## config.mk

```make
export PLATFORM = sky130hd
export DESIGN_NAME = swap_req_queue
export DESIGN_NICKNAME = d
export VERILOG_FILES = /design/src/rtl/swap_pkg.sv /design/src/rtl/swap_req_fifo.sv /design/src/rtl/swap_req_queue.sv
export SDC_FILE = /design/constraint.sdc
export NUM_CORES = 1
export LEC_CHECK = 0
export BUFFER_PORTS_ARGS = -buffer_cell sky130_fd_sc_hd__buf_2
export CORE_MARGIN = 2
export CORE_UTILIZATION = 62
export DETAILED_ROUTE_END_ITERATION = 10
export PLACE_DENSITY = 0.94
export SLEW_MARGIN = 15
export SYNTH_ARGS = -nofsm -noshare
export SYNTH_HDL_FRONTEND = slang
export SYNTH_SLANG_ARGS = --single-unit
```

## constraint.sdc

```tcl
create_clock -name clk -period 4.5 [get_ports clk]
set_input_delay 0.45 -clock clk [delete_from_list [all_inputs] [get_ports clk]]
set_output_delay 0.45 -clock clk [all_outputs]
set_load 0.03 [all_outputs]
```

## src/rtl/swap_pkg.sv

```systemverilog
// Shared definitions for the swap request queue.
//   state_t             : controller states
//   SWAP_CYCLES_DEFAULT : register-file swap sequence length (sel = 1..3)
//   SCRATCH_ADDR        : register-file scratch slot, never a legal swap operand
//   swap_entry_t        : queue entry at the default address width
package swap_pkg;

  typedef enum logic [1:0] {
    ST_IDLE  = 2'd0,
    ST_ISSUE = 2'd1,
    ST_WAIT  = 2'd2,
    ST_DONE  = 2'd3
  } state_t;

  localparam int unsigned SWAP_CYCLES_DEFAULT = 3;
  localparam int unsigned SCRATCH_ADDR        = 0;
  localparam int unsigned ADDR_WIDTH_DEFAULT  = 7;

  typedef struct packed {
    logic [ADDR_WIDTH_DEFAULT-1:0] addr_a;
    logic [ADDR_WIDTH_DEFAULT-1:0] addr_b;
  } swap_entry_t;

endpackage

```

## src/rtl/swap_req_fifo.sv

```systemverilog
// Synchronous FIFO for pending swap requests.
//   clk, reset_n : clock, async active-low reset
//   push, pop    : write / read strobes (ignored when full / empty)
//   din, dout    : entry in, head entry out (head valid when !empty)
//   count        : number of stored entries
//   full, empty  : derived from count, not from pointer equality
module swap_req_fifo #(
  parameter int unsigned DEPTH = 4,
  parameter int unsigned WIDTH = 14
) (
  input  logic                       clk,
  input  logic                       reset_n,
  input  logic                       push,
  input  logic                       pop,
  input  logic [WIDTH-1:0]           din,
  output logic [WIDTH-1:0]           dout,
  output logic [$clog2(DEPTH+1)-1:0] count,
  output logic                       full,
  output logic                       empty
);

  localparam int unsigned PTR_W = $clog2(DEPTH);
  localparam int unsigned CNT_W = $clog2(DEPTH+1);

  logic [WIDTH-1:0] r_mem [DEPTH];
  logic [PTR_W-1:0] r_wr_ptr;
  logic [PTR_W-1:0] r_rd_ptr;
  logic [CNT_W-1:0] r_count;
  logic             w_push;
  logic             w_pop;

  assign full   = (r_count == CNT_W'(DEPTH));
  assign empty  = (r_count == '0);
  assign count  = r_count;
  assign dout   = r_mem[r_rd_ptr];
  // No write while full, even if a pop happens in the same cycle.
  assign w_push = push && !full;
  assign w_pop  = pop && !empty;

  // Storage array; no reset needed, contents qualified by count.
  always_ff @(posedge clk) begin
    if (w_push) r_mem[r_wr_ptr] <= din;
  end

  // Pointers wrap naturally because DEPTH is a power of two.
  always_ff @(posedge clk or negedge reset_n) begin
    if (!reset_n) begin
      r_wr_ptr <= '0;
      r_rd_ptr <= '0;
      r_count  <= '0;
    end else begin
      if (w_push) r_wr_ptr <= PTR_W'(r_wr_ptr + 1'b1);
      if (w_pop)  r_rd_ptr <= PTR_W'(r_rd_ptr + 1'b1);
      case ({w_push, w_pop})
        2'b10:   r_count <= CNT_W'(r_count + 1'b1);
        2'b01:   r_count <= CNT_W'(r_count - 1'b1);
        default: r_count <= r_count;
      endcase
    end
  end

endmodule

```

## src/rtl/swap_req_queue.sv

```systemverilog
// Swap-port initiator: queues (A, B) requests and serialises them onto the
// register file's swap port, holding the addresses for the whole sequence.
//   clk, reset_n           : clock, async active-low reset
//   req_valid/req_ready    : request handshake; req_addr_a/b request payload
//   swap                   : one-cycle swap start to the register file
//   address_A/address_B    : operand addresses, change only on a pop
//   busy                   : register file ports borrowed (ISSUE + WAIT)
//   done/err               : retirement pulse, err marks a rejected request
//   count                  : queued entries, excluding the one in flight
module swap_req_queue
  import swap_pkg::*;
#(
  parameter int unsigned ADDR_WIDTH  = 7,
  parameter int unsigned DEPTH       = 4,
  parameter int unsigned SWAP_CYCLES = SWAP_CYCLES_DEFAULT
) (
  input  logic                       clk,
  input  logic                       reset_n,
  input  logic                       req_valid,
  output logic                       req_ready,
  input  logic [ADDR_WIDTH-1:0]      req_addr_a,
  input  logic [ADDR_WIDTH-1:0]      req_addr_b,
  output logic                       swap,
  output logic [ADDR_WIDTH-1:0]      address_A,
  output logic [ADDR_WIDTH-1:0]      address_B,
  output logic                       busy,
  output logic                       done,
  output logic                       err,
  output logic [$clog2(DEPTH+1)-1:0] count
);

  localparam int unsigned CNT_W  = $clog2(DEPTH+1);
  localparam int unsigned WAIT_W = (SWAP_CYCLES > 1) ? $clog2(SWAP_CYCLES) : 1;

  typedef struct packed {
    logic [ADDR_WIDTH-1:0] addr_a;
    logic [ADDR_WIDTH-1:0] addr_b;
  } entry_t;

  state_t                r_state;
  state_t                w_state_nxt;
  logic [WAIT_W-1:0]     r_wait;
  logic [WAIT_W-1:0]     w_wait_nxt;
  logic                  r_err;
  logic                  w_err_nxt;
  logic [ADDR_WIDTH-1:0] r_addr_a;
  logic [ADDR_WIDTH-1:0] r_addr_b;

  entry_t                w_push_entry;
  entry_t                w_head;
  logic [2*ADDR_WIDTH-1:0] w_fifo_dout;
  logic                  w_pop;
  logic                  w_full;
  logic                  w_empty;
  logic [CNT_W-1:0]      w_count;
  logic                  w_reject;
  logic                  w_noop;

  assign w_push_entry = '{addr_a: req_addr_a, addr_b: req_addr_b};
  assign w_head       = entry_t'(w_fifo_dout);

  swap_req_fifo #(
    .DEPTH (DEPTH),
    .WIDTH (2*ADDR_WIDTH)
  ) u_fifo (
    .clk     (clk),
    .reset_n (reset_n),
    .push    (req_valid),
    .pop     (w_pop),
    .din     (w_push_entry),
    .dout    (w_fifo_dout),
    .count   (w_count),
    .full    (w_full),
    .empty   (w_empty)
  );

  // Scratch slot as an operand is an error; identical operands are a no-op.
  assign w_reject = (w_head.addr_a == ADDR_WIDTH'(SCRATCH_ADDR)) ||
                    (w_head.addr_b == ADDR_WIDTH'(SCRATCH_ADDR));
  assign w_noop   = (w_head.addr_a == w_head.addr_b);

  // State, wait counter, error flag and held addresses.
  always_ff @(posedge clk or negedge reset_n) begin
    if (!reset_n) begin
      r_state  <= ST_IDLE;
      r_wait   <= '0;
      r_err    <= 1'b0;
      r_addr_a <= '0;
      r_addr_b <= '0;
    end else begin
      r_state <= w_state_nxt;
      r_wait  <= w_wait_nxt;
      r_err   <= w_err_nxt;
      if (w_pop) begin
        r_addr_a <= w_head.addr_a;
        r_addr_b <= w_head.addr_b;
      end
    end
  end

  // Next-state logic; a pop happens only from IDLE with a non-empty queue.
  always_comb begin
    w_state_nxt = r_state;
    w_wait_nxt  = r_wait;
    w_err_nxt   = r_err;
    w_pop       = 1'b0;
    case (r_state)
      ST_IDLE: begin
        if (!w_empty) begin
          w_pop = 1'b1;
          if (w_reject) begin
            w_state_nxt = ST_DONE;
            w_err_nxt   = 1'b1;
          end else if (w_noop) begin
            w_state_nxt = ST_DONE;
            w_err_nxt   = 1'b0;
          end else begin
            w_state_nxt = ST_ISSUE;
            w_err_nxt   = 1'b0;
          end
        end
      end
      ST_ISSUE: begin
        w_state_nxt = ST_WAIT;
        w_wait_nxt  = WAIT_W'(SWAP_CYCLES - 1);
      end
      ST_WAIT: begin
        if (r_wait == '0) w_state_nxt = ST_DONE;
        else              w_wait_nxt  = WAIT_W'(r_wait - 1'b1);
      end
      ST_DONE: begin
        w_state_nxt = ST_IDLE;
      end
      default: begin
        w_state_nxt = ST_IDLE;
      end
    endcase
  end

  // Outputs decoded from registered state only.
  assign swap      = (r_state == ST_ISSUE);
  assign busy      = (r_state == ST_ISSUE) || (r_state == ST_WAIT);
  assign done      = (r_state == ST_DONE);
  assign err       = (r_state == ST_DONE) && r_err;
  assign address_A = r_addr_a;
  assign address_B = r_addr_b;
  assign req_ready = !w_full;
  assign count     = w_count;

endmodule

```

* Word-level counts from Yosys, hierarchy flattened
Memory sizes are Yosys's and may differ from the RTL's.
Cells that the tools add are included.
** Word-level totals
- RAM bits :: 56
- Output and inout port bits :: 22
- Word-level logic and storage cells :: 55
- Register bits after elaboration :: 26
- Bits of input ports :: 17
- Memories :: 1
** Cells by class
- Add/subtract/negate cells :: 5
- Bitwise logic cells :: 1
- Reductions and logical operators :: 17
- Muxes and demuxes :: 13
- Eq/ne operators :: 10
** Memories
- u_fifo.r_mem :: depth 4, width 14, rd ports 1, clocked after memory_dff 0, write ports 1, RTL line swap_req_fifo.sv:25 : logic [WIDTH-1:0] r_mem [DEPTH];
** Operator list (number)
- $logic_not 7->1 :: 2
- $mux 2 :: 5
- $pmux 2 s4 :: 1
- $eq 7x7->1 :: 1
- $eq 2x2->1 const B :: 3
- $ne 2x2->1 const B :: 3
- $pmux 3 s2 :: 1
- $reduce_and 2->1 :: 3
- $mux 1 :: 5
- $add 2x1->2 const B :: 2
- $eq 2x1->1 const B :: 2
- $logic_not 2->1 :: 2
- $pmux 2 s2 :: 1
- $reduce_bool 2->1 :: 2
- $add 3x1->3 const B :: 1
- $eq 3x3->1 const B :: 1
- $logic_and 1x1->1 :: 3
- $logic_not 3->1 :: 1
- $sub 3x1->3 const B :: 1
- $logic_not 1->1 :: 2
- $logic_or 1x1->1 :: 2
- $sub 2x1->2 const B :: 1
- $not 1->1 :: 1

* Depth between registers and ports, before layout
Gate-level depths: netlist (run 1).
- Depth after elaboration :: 6
- Depth in mapped cells :: 11
- Depth with buffers taken out :: 10

* Modules after synthesis
From an unflattened synthesis (run 1), not the netlist that was laid out.
** Second synthesis, totals
- Cells, all modules :: 190
- Area total of the unflattened synthesis :: 3478.3 sq um
** By module, submodules not included
- swap_req_fifo :: instances 1, cells an instance 110, seq. area each 1856.8 sq um, area an instance 2481.1 sq um
- swap_req_queue :: instances 1, cells an instance 80, seq. area each 475.5 sq um, area an instance 997.2 sq um

* Worst setup path before layout (run 1)
No wires, ideal clock.
- Kind :: flip-flop to flip-flop
- Start :: reg u_fifo.r_count[0], in the netlist u_fifo.count[0]
- End :: reg u_fifo.r_count[2], in the netlist u_fifo.count[2]
- Data required time :: 4.362 ns
- Cell stages (with the launch flop) :: 10
- Slack :: 1.986 ns
- Data arrival time :: 2.376 ns
- Period minus slack after synthesis :: 2.514 ns
- Path through :: dfrtp_1 o31ai_1 inv_2 clkbuf_1 ha_1 inv_1 fa_1 xor2_1 nor2_1 xor2_1
** On the way
- Cells in the longest elaborated chain, start to end :: 6
- Elaborated cells between the ends (all ways) :: 14
** Ends and longest elaborated chain
- start, declared :: RTL line swap_req_fifo.sv:28 : logic [CNT_W-1:0] r_count;
- start signal, assigned :: RTL line swap_req_fifo.sv:55 : 2'b10: r_count <= CNT_W'(r_count + 1'b1);
- start signal, assigned :: RTL line swap_req_fifo.sv:56 : 2'b01: r_count <= CNT_W'(r_count - 1'b1);
- start signal, assigned :: RTL line swap_req_fifo.sv:57 : default: r_count <= r_count;
- $logic_not 3->1 * :: RTL line swap_req_fifo.sv:33 : assign empty = (r_count == '0);
- $mux 1 * :: RTL line swap_req_queue.sv:109 : if (!w_empty) begin
- $mux 1 * :: RTL line swap_req_queue.sv:107 : case (r_state)
- net u_fifo.pop :: RTL line swap_req_fifo.sv:14 : input logic pop,
- $logic_and 1x1->1 * :: RTL line swap_req_fifo.sv:38 : assign w_pop = pop && !empty;
- $eq 2x1->1 or $eq 2x2->1 (tied branches) :: RTL line swap_req_fifo.sv:54 : case ({w_push, w_pop})
- $pmux 3 s2 or $reduce_bool 2->1 (tied branches)
The timed path passes the listed nets; every way through them passes the cells marked *.
A chain may end at the register's enable or synchronous reset.

* Worst setup path in the final report (run 1)
- Start :: reg u_fifo.r_rd_ptr[0]
- End :: reg r_state[1]
** On the way
- Cells in the longest elaborated chain, start to end :: 6
- Elaborated cells between the ends (all ways) :: 9
** Ends and longest elaborated chain
- start, declared :: RTL line swap_req_fifo.sv:27 : logic [PTR_W-1:0] r_rd_ptr;
- start signal, assigned :: RTL line swap_req_fifo.sv:53 : if (w_pop) r_rd_ptr <= PTR_W'(r_rd_ptr + 1'b1);
- $mem_v2 4x14 *
- $eq 7x7->1, or another cell as far along :: RTL line swap_req_queue.sv:80 : assign w_noop = (w_head.addr_a == w_head.addr_b);
- $mux 2 or $logic_or 1x1->1 (tied branches) :: RTL line swap_req_queue.sv:114, swap_req_queue.sv:78
- $mux 2 * :: RTL line swap_req_queue.sv:111 : if (w_reject) begin
- $mux 2 * :: RTL line swap_req_queue.sv:109
- $pmux 2 s4 * :: RTL line swap_req_queue.sv:107
- end signal, assigned :: RTL line swap_req_queue.sv:91 : r_state <= w_state_nxt;
- end, declared :: RTL line swap_req_queue.sv:40 : state_t r_state;
Every way passes the cells marked *; elsewhere a longest branch is shown, timed or not. The select of a mux whose other input is x is not followed.

==> results of run 1 <==
## metal layers
metal / track usage / wire length, µm
met5: 0 / 0
met4: 0.0947 / 131
met3: 0.0598 / 246
met2: 0.348 / 2940
met1: 0.275 / 2540
## cell usage in the layout (no fill, tap or decap), types with 2 or more instances in the layout
cell and n:
a21oi_1 3, and2_1 2, and3_1 4, buf_2 38, bufinv_16 3, clkbuf_8 9
dfrtp_1 26, edfxtp_1 56, ha_1 11, inv_1 11, mux4_1 7, mux4_2 7
nand2_1 49, nor2_1 4, nor4_2 2, o21ai_0 4, or4_1 2, xnor2_1 8
xor2_1 6
## sequential cells by signal, summed over array words and instances, names as in the netlist
name	cells
u_fifo.count	3
u_fifo.r_mem	56
address_A	7
r_wait	2
address_B	7
r_err	1
u_fifo.r_rd_ptr	2
u_fifo.r_wr_ptr	2
r_state	2
## where the power goes
group / internal (W) / switching [W] / total [W]
clock network: 0.000362 / 0.000248 / 0.000610
registers: 0.00104 / 0.000163 / 0.00120
logic: 0.000433 / 0.000699 / 0.00113
## through the flow
stage          power [W]  std cells
2_1_floorplan    0.00207        218
3_3_place_gp     0.00228        324
3_5_place_dp     0.00234        324
4_1_cts          0.00296        339
5_1_grt          0.00312        339
6_report         0.00294        339
## worst max path at each step
stage | start | to | slack (ns) | cells past startpoint
2_1_floorplan | u_fifo.count[0] | u_fifo.count[2] | 1.99 | 9
3_3_place_gp | u_fifo.r_rd_ptr[0] | r_state[1] | 1.96 | 5
3_5_place_dp | u_fifo.r_rd_ptr[0] | r_state[1] | 1.88 | 5
4_1_cts | u_fifo.r_rd_ptr[0] | r_state[1] | 1.86 | 5
5_1_grt | u_fifo.r_rd_ptr[0] | r_state[1] | 1.69 | 5
6_report | u_fifo.r_rd_ptr[0] | r_state[1] | 1.85 | 5
## logic make-up after synthesis
logic type / count (synthesis) / share of synthesized area
AND/OR/NAND/NOR: 68 / 0.0898
XOR/XNOR: 14 / 0.0358
buffers and inverters: 17 / 0.0285
flip-flops: 82 / 0.680
AO/OA/AOI/OAI: 11 / 0.0201
adder cells (fa/ha/maj): 12 / 0.0460
multiplexers: 14 / 0.0996
## layout make-up
cell class | instances | area (µm²)
clock buffer | 9 | 124
tap | 72 | 90.1
sequential | 82 | 2330
timing repair buffer | 39 | 198
clock inverter | 6 | 106
fill | 341 | 1540
multi-input combinational | 119 | 1000
inverter | 12 | 45.0
==> flow_metrics.env, run 1 <==
export IMPL_status="finished clean"
export IMPL_fp_dieH_um=78.4
export IMPL_worst_setup_path_end_kind="flop"
export IMPL_grt_ovfl_total=0
export IMPL_place_area_um2=3670
export IMPL_synth_nets=247
export IMPL_drc=0
export IMPL_yosys_area_top_type="edfxtp_1"
export IMPL_ff2ff_setup_slack_ns=1.85
export IMPL_netlist_top_cells_area="edfxtp_1 (49%), dfrtp_1 (19%), mux4_1 (5.4%), nand2_1 (5.4%), mux4_2 (4.6%)"
export IMPL_power_density_nw_per_um2=755
export IMPL_max_cap_violations=0
export IMPL_clk_latency_ns=0.35
export IMPL_grt_pass1_wl_um=9630
export IMPL_yosys_area_top_type_share=0.491
export IMPL_critPathArrivalTime_ns=2.92
export IMPL_post_route_util=0.717
export IMPL_grt_pass1_vias=1954
export IMPL_ctsRootBufferMaster="clkbuf_8"
export IMPL_worstPathRequired_ns=4.77
export IMPL_drt_iter0_drc=142
export IMPL_synth_avg_cell_area_um2=15.7
export IMPL_p_leak_nw=1.61
export IMPL_dominantRegCellSynth="edfxtp_1"
export IMPL_critical_path_max_fanout=16
export IMPL_numCtsBuffers=9
export IMPL_num_rows=27
export IMPL_routedWlPerCell_um=17.3
export IMPL_startpoint_type="flop"
export IMPL_fin_ws_ns=1.85
export IMPL_final_cell_area_um2=3900
export IMPL_diodes=0
export IMPL_hold_buffers=0
export IMPL_finClkSkew_ns=0.0110
export IMPL_crit_path_cell_trace="mux4_1, or4_1, nor4_2, nor3_1, a21oi_1"
export IMPL_routed_wirelength_um=5860
export IMPL_grt_start_max_net_pins=27
export IMPL_dieArea_um2=6140
export IMPL_start_util=0.630
export IMPL_hold_viol=0
export IMPL_portBuffers=38
export IMPL_core_area_um2=5440
export IMPL_slowest_delay_ns=0.90
export IMPL_cts_tree="built"
export IMPL_cts_resized=0
export IMPL_dp_hpwl_um=4000
export IMPL_path_clk_slew_ns=0.08
export IMPL_reg2reg_to="r_state[1]"
export IMPL_slew_headroom=0.434
export IMPL_r2r_start="u_fifo.r_rd_ptr[0]"
export IMPL_hp_class="in2async"
export IMPL_crit_slowest_cell="dfrtp_1"
export IMPL_tightest_slew_ns=0.848
export IMPL_slew_violations=0
export IMPL_gp_congestion=0.814
export IMPL_setup_viol=0
export IMPL_synth_edf_count=56
export IMPL_timing_fmax_ghz=0.378
export IMPL_grt_total_usage=0.215
export IMPL_fin_setup_tns_ns=0
export IMPL_ys_top_cells_by_count="edfxtp_1 (56), nand2_1 (49), dfrtp_1 (26)"
export IMPL_period_minus_slack_ns=2.65
export IMPL_first_pass_iters=4
export IMPL_yosysMostFrequentCell="edfxtp_1"
export IMPL_htree_levels=3
export IMPL_grt_antenna_before_repair=0
export IMPL_ant_nets=0
export IMPL_syn_to_final_growth_pct=13.7
export IMPL_holdWs_ns=0.0933
export IMPL_seq_area_frac_synth=0.680
export IMPL_fp_dieW_um=78.4
export IMPL_rsz0062_at_grt="false"
export IMPL_fin_crit_sh=0.589
export IMPL_postCtsSetupBuffers=0
export IMPL_vdd_drop_max_uv=356
export IMPL_yosys_warnings=0
export IMPL_max_clock_path_buffers=2
export IMPL_critical_path_class="reg2reg"
export IMPL_drive_gt1_frac=0.240
export IMPL_dp_slack_ns=1.88
export IMPL_vias=1860
export IMPL_clock_sinks=82
export IMPL_synth_cell_types=31
export IMPL_netlist_instances=218
export IMPL_cp_top_family="flip-flops"
export IMPL_yosys_register_bits=82
export IMPL_nNetsFinal=292
export IMPL_reg2reg_depth=5
export IMPL_netlist_area_um2=3430
export IMPL_async_flop_share=0.317
export IMPL_ios=39
export IMPL_worst_path_buf_inv=0
export IMPL_avgViaCountPerCell=5.49
(Power assumes the default switching activity.)
==> run 2, diff against run 1 <==
- CORE_UTILIZATION: 62 -> 57
- PLACE_DENSITY: 0.94 -> 0.88
- clock period: 4.5 -> 2.6 ns (I/O delays scaled with it)
==> flow_metrics.env, run 2 (synthesized netlist as in run 1, its figures left out) <==
export IMPL_status="finished clean"
export IMPL_worst_setup_path_end_kind="flop"
export IMPL_startpoint_type="flop"
export IMPL_power_switching_w=0.00192
export IMPL_fin_ws_ns=0.200
export IMPL_routedWlPerCell_um=16.5
export IMPL_gp_congestion=0.775
export IMPL_htree_levels=3
export IMPL_clk_latency_ns=0.35
export IMPL_setup_viol=0
export IMPL_vias=1880
export IMPL_portBuffers=38
export IMPL_final_cells=346
export IMPL_tightest_slew_ns=0.752
export IMPL_syn_to_final_growth_pct=13.5
export IMPL_fin_crit_sh=0.923
export IMPL_grt_antenna_before_repair=0
export IMPL_routed_wirelength_um=5730
export IMPL_first_pass_iters=4
export IMPL_wl_met3_um=289
export IMPL_critical_path_max_fanout=10
export IMPL_dieArea_um2=6650
export IMPL_drive_gt1_frac=0.247
export IMPL_num_rows=28
export IMPL_slowest_delay_ns=0.58
export IMPL_power_density_nw_per_um2=1270
export IMPL_wl_met2_um=2800
export IMPL_m1WireLength_um=2540
export IMPL_dp_cells=329
export IMPL_cts_tree="built"
export IMPL_avgViaCountPerCell=5.43
export IMPL_clock_sinks=82
export IMPL_p_sw_frac=0.390
export IMPL_top_layer_used="met4"
export IMPL_final_common_cell="edfxtp_1"
export IMPL_grt_pass1_wl_um=9320
export IMPL_grt_pass1_vias=1885
export IMPL_whs_endpoint="u_fifo.r_mem[1][2]"
export IMPL_drc=0
export IMPL_numCtsBuffers=9
export IMPL_r2r_start="u_fifo.r_rd_ptr[0]"
export IMPL_post_route_util=0.665
export IMPL_ctsRootBufferMaster="clkbuf_8"
export IMPL_crit_cells=6
export IMPL_power_internal_w=0.00300
export IMPL_diodes=0
export IMPL_slew_headroom=0.499
export IMPL_start_util=0.586
export IMPL_crit_start="u_fifo.r_rd_ptr[0]"
export IMPL_grt_ovfl_total=0
export IMPL_reg2reg_to="r_state[1]"
export IMPL_largest_register="u_fifo.r_mem"
export IMPL_grt_start_max_net_pins=27
export IMPL_rsz0062_at_grt="false"
export IMPL_pwr_share_clk=0.181
export IMPL_ios=39
export IMPL_core_area_um2=5850
export IMPL_seqPwrFrac=0.411
export IMPL_worst_path_buf_inv=1
export IMPL_drt_iter0_drc=126
export IMPL_hold_viol=0
export IMPL_path_clk_slew_ns=0.08
export IMPL_nNetsFinal=295
export IMPL_grt_total_usage=0.198
export IMPL_p_leak_nw=1.60
export IMPL_power_w=0.00492
export IMPL_vdd_drop_max_uv=717
export IMPL_pwr_share_comb=0.407
export IMPL_cp_top_family="simple AND/OR/NAND/NOR gates"
export IMPL_critPathArrivalTime_ns=2.68
export IMPL_period_minus_slack_ns=2.40
export IMPL_worstPathRequired_ns=2.88
export IMPL_fp_dieH_um=81.6
export IMPL_reg2reg_depth=6
export IMPL_timing_fmax_ghz=0.417
export IMPL_dp_hpwl_um=3850
export IMPL_fin_setup_tns_ns=0
export IMPL_hold_depth=1
export IMPL_crit_path_cell_trace="buf_4, mux4_2, or4_1, nor4_2, nor3_1, a21oi_1"
export IMPL_finClkSkew_ns=0.00909
export IMPL_max_cap_violations=0
export IMPL_slew_violations=0
export IMPL_critical_path_class="reg2reg"
export IMPL_dp_slack_ns=0.185
export IMPL_ff2ff_setup_slack_ns=0.20
export IMPL_hp_class="in2reg"
export IMPL_fp_dieW_um=81.6
export IMPL_final_cell_mix="edfxtp_1 (56), nand2_1 (49), buf_2 (38)"
export IMPL_ant_nets=0
export IMPL_crit_slowest_cell="dfrtp_1"
export IMPL_largest_register_ffs=56
export IMPL_hold_start="req_addr_b[2]"
export IMPL_max_clock_path_buffers=2
run 2: routing by layer:
layer,vias to the layer above,global-route usage
met3,8,0.0582
met5,-,0
met1,935,0.252
met4,0,0.0847
met2,49,0.320
li1,888,-
run 2: how the worst max path moves through the flow:
stage	endpoint	slack, ns
after global routing	r_state[1]	0.05
final	r_state[1]	0.20
after detailed placement	r_state[1]	0.19
after floorplan	u_fifo.count[2]	0.09
after global placement	r_state[1]	0.30
after CTS	r_state[1]	0.16
run 2: cell type report:
class / instances / area (µm²)
timing repair buffer: 42 / 223
multi-input combinational: 119 / 1000
fill: 389 / 1960
clock buffer: 10 / 128
tap: 75 / 93.8
clock inverter: 6 / 66.3
sequential: 82 / 2330
inverter: 12 / 45.0
run 2: repair_timing:
item / CTS / global route
resized for setup: 0 / 0
buffers inserted: 0 / 0
hold buffers: 1 / 0
hold endpoints to repair: 26 / 0
run 2: stage by stage:
step	instance area, µm²	hold slack (ns)
after floorplan	3430	-0.0356
after global placement	3690	0.282
after CTS	3890	0.115
final	3890	0.127
after global routing	3890	0.115
after detailed placement	3690	0.296
run 2: power by group through the flow:
stage               registers (W)  clock network [W]  logic (W)
floorplan                 0.00222                  0    0.00136
global placement          0.00204                  0    0.00195
detailed placement        0.00205                  0    0.00201
CTS                       0.00203           0.000904    0.00203
global route              0.00207           0.000964    0.00221
finish                    0.00202           0.000893    0.00201
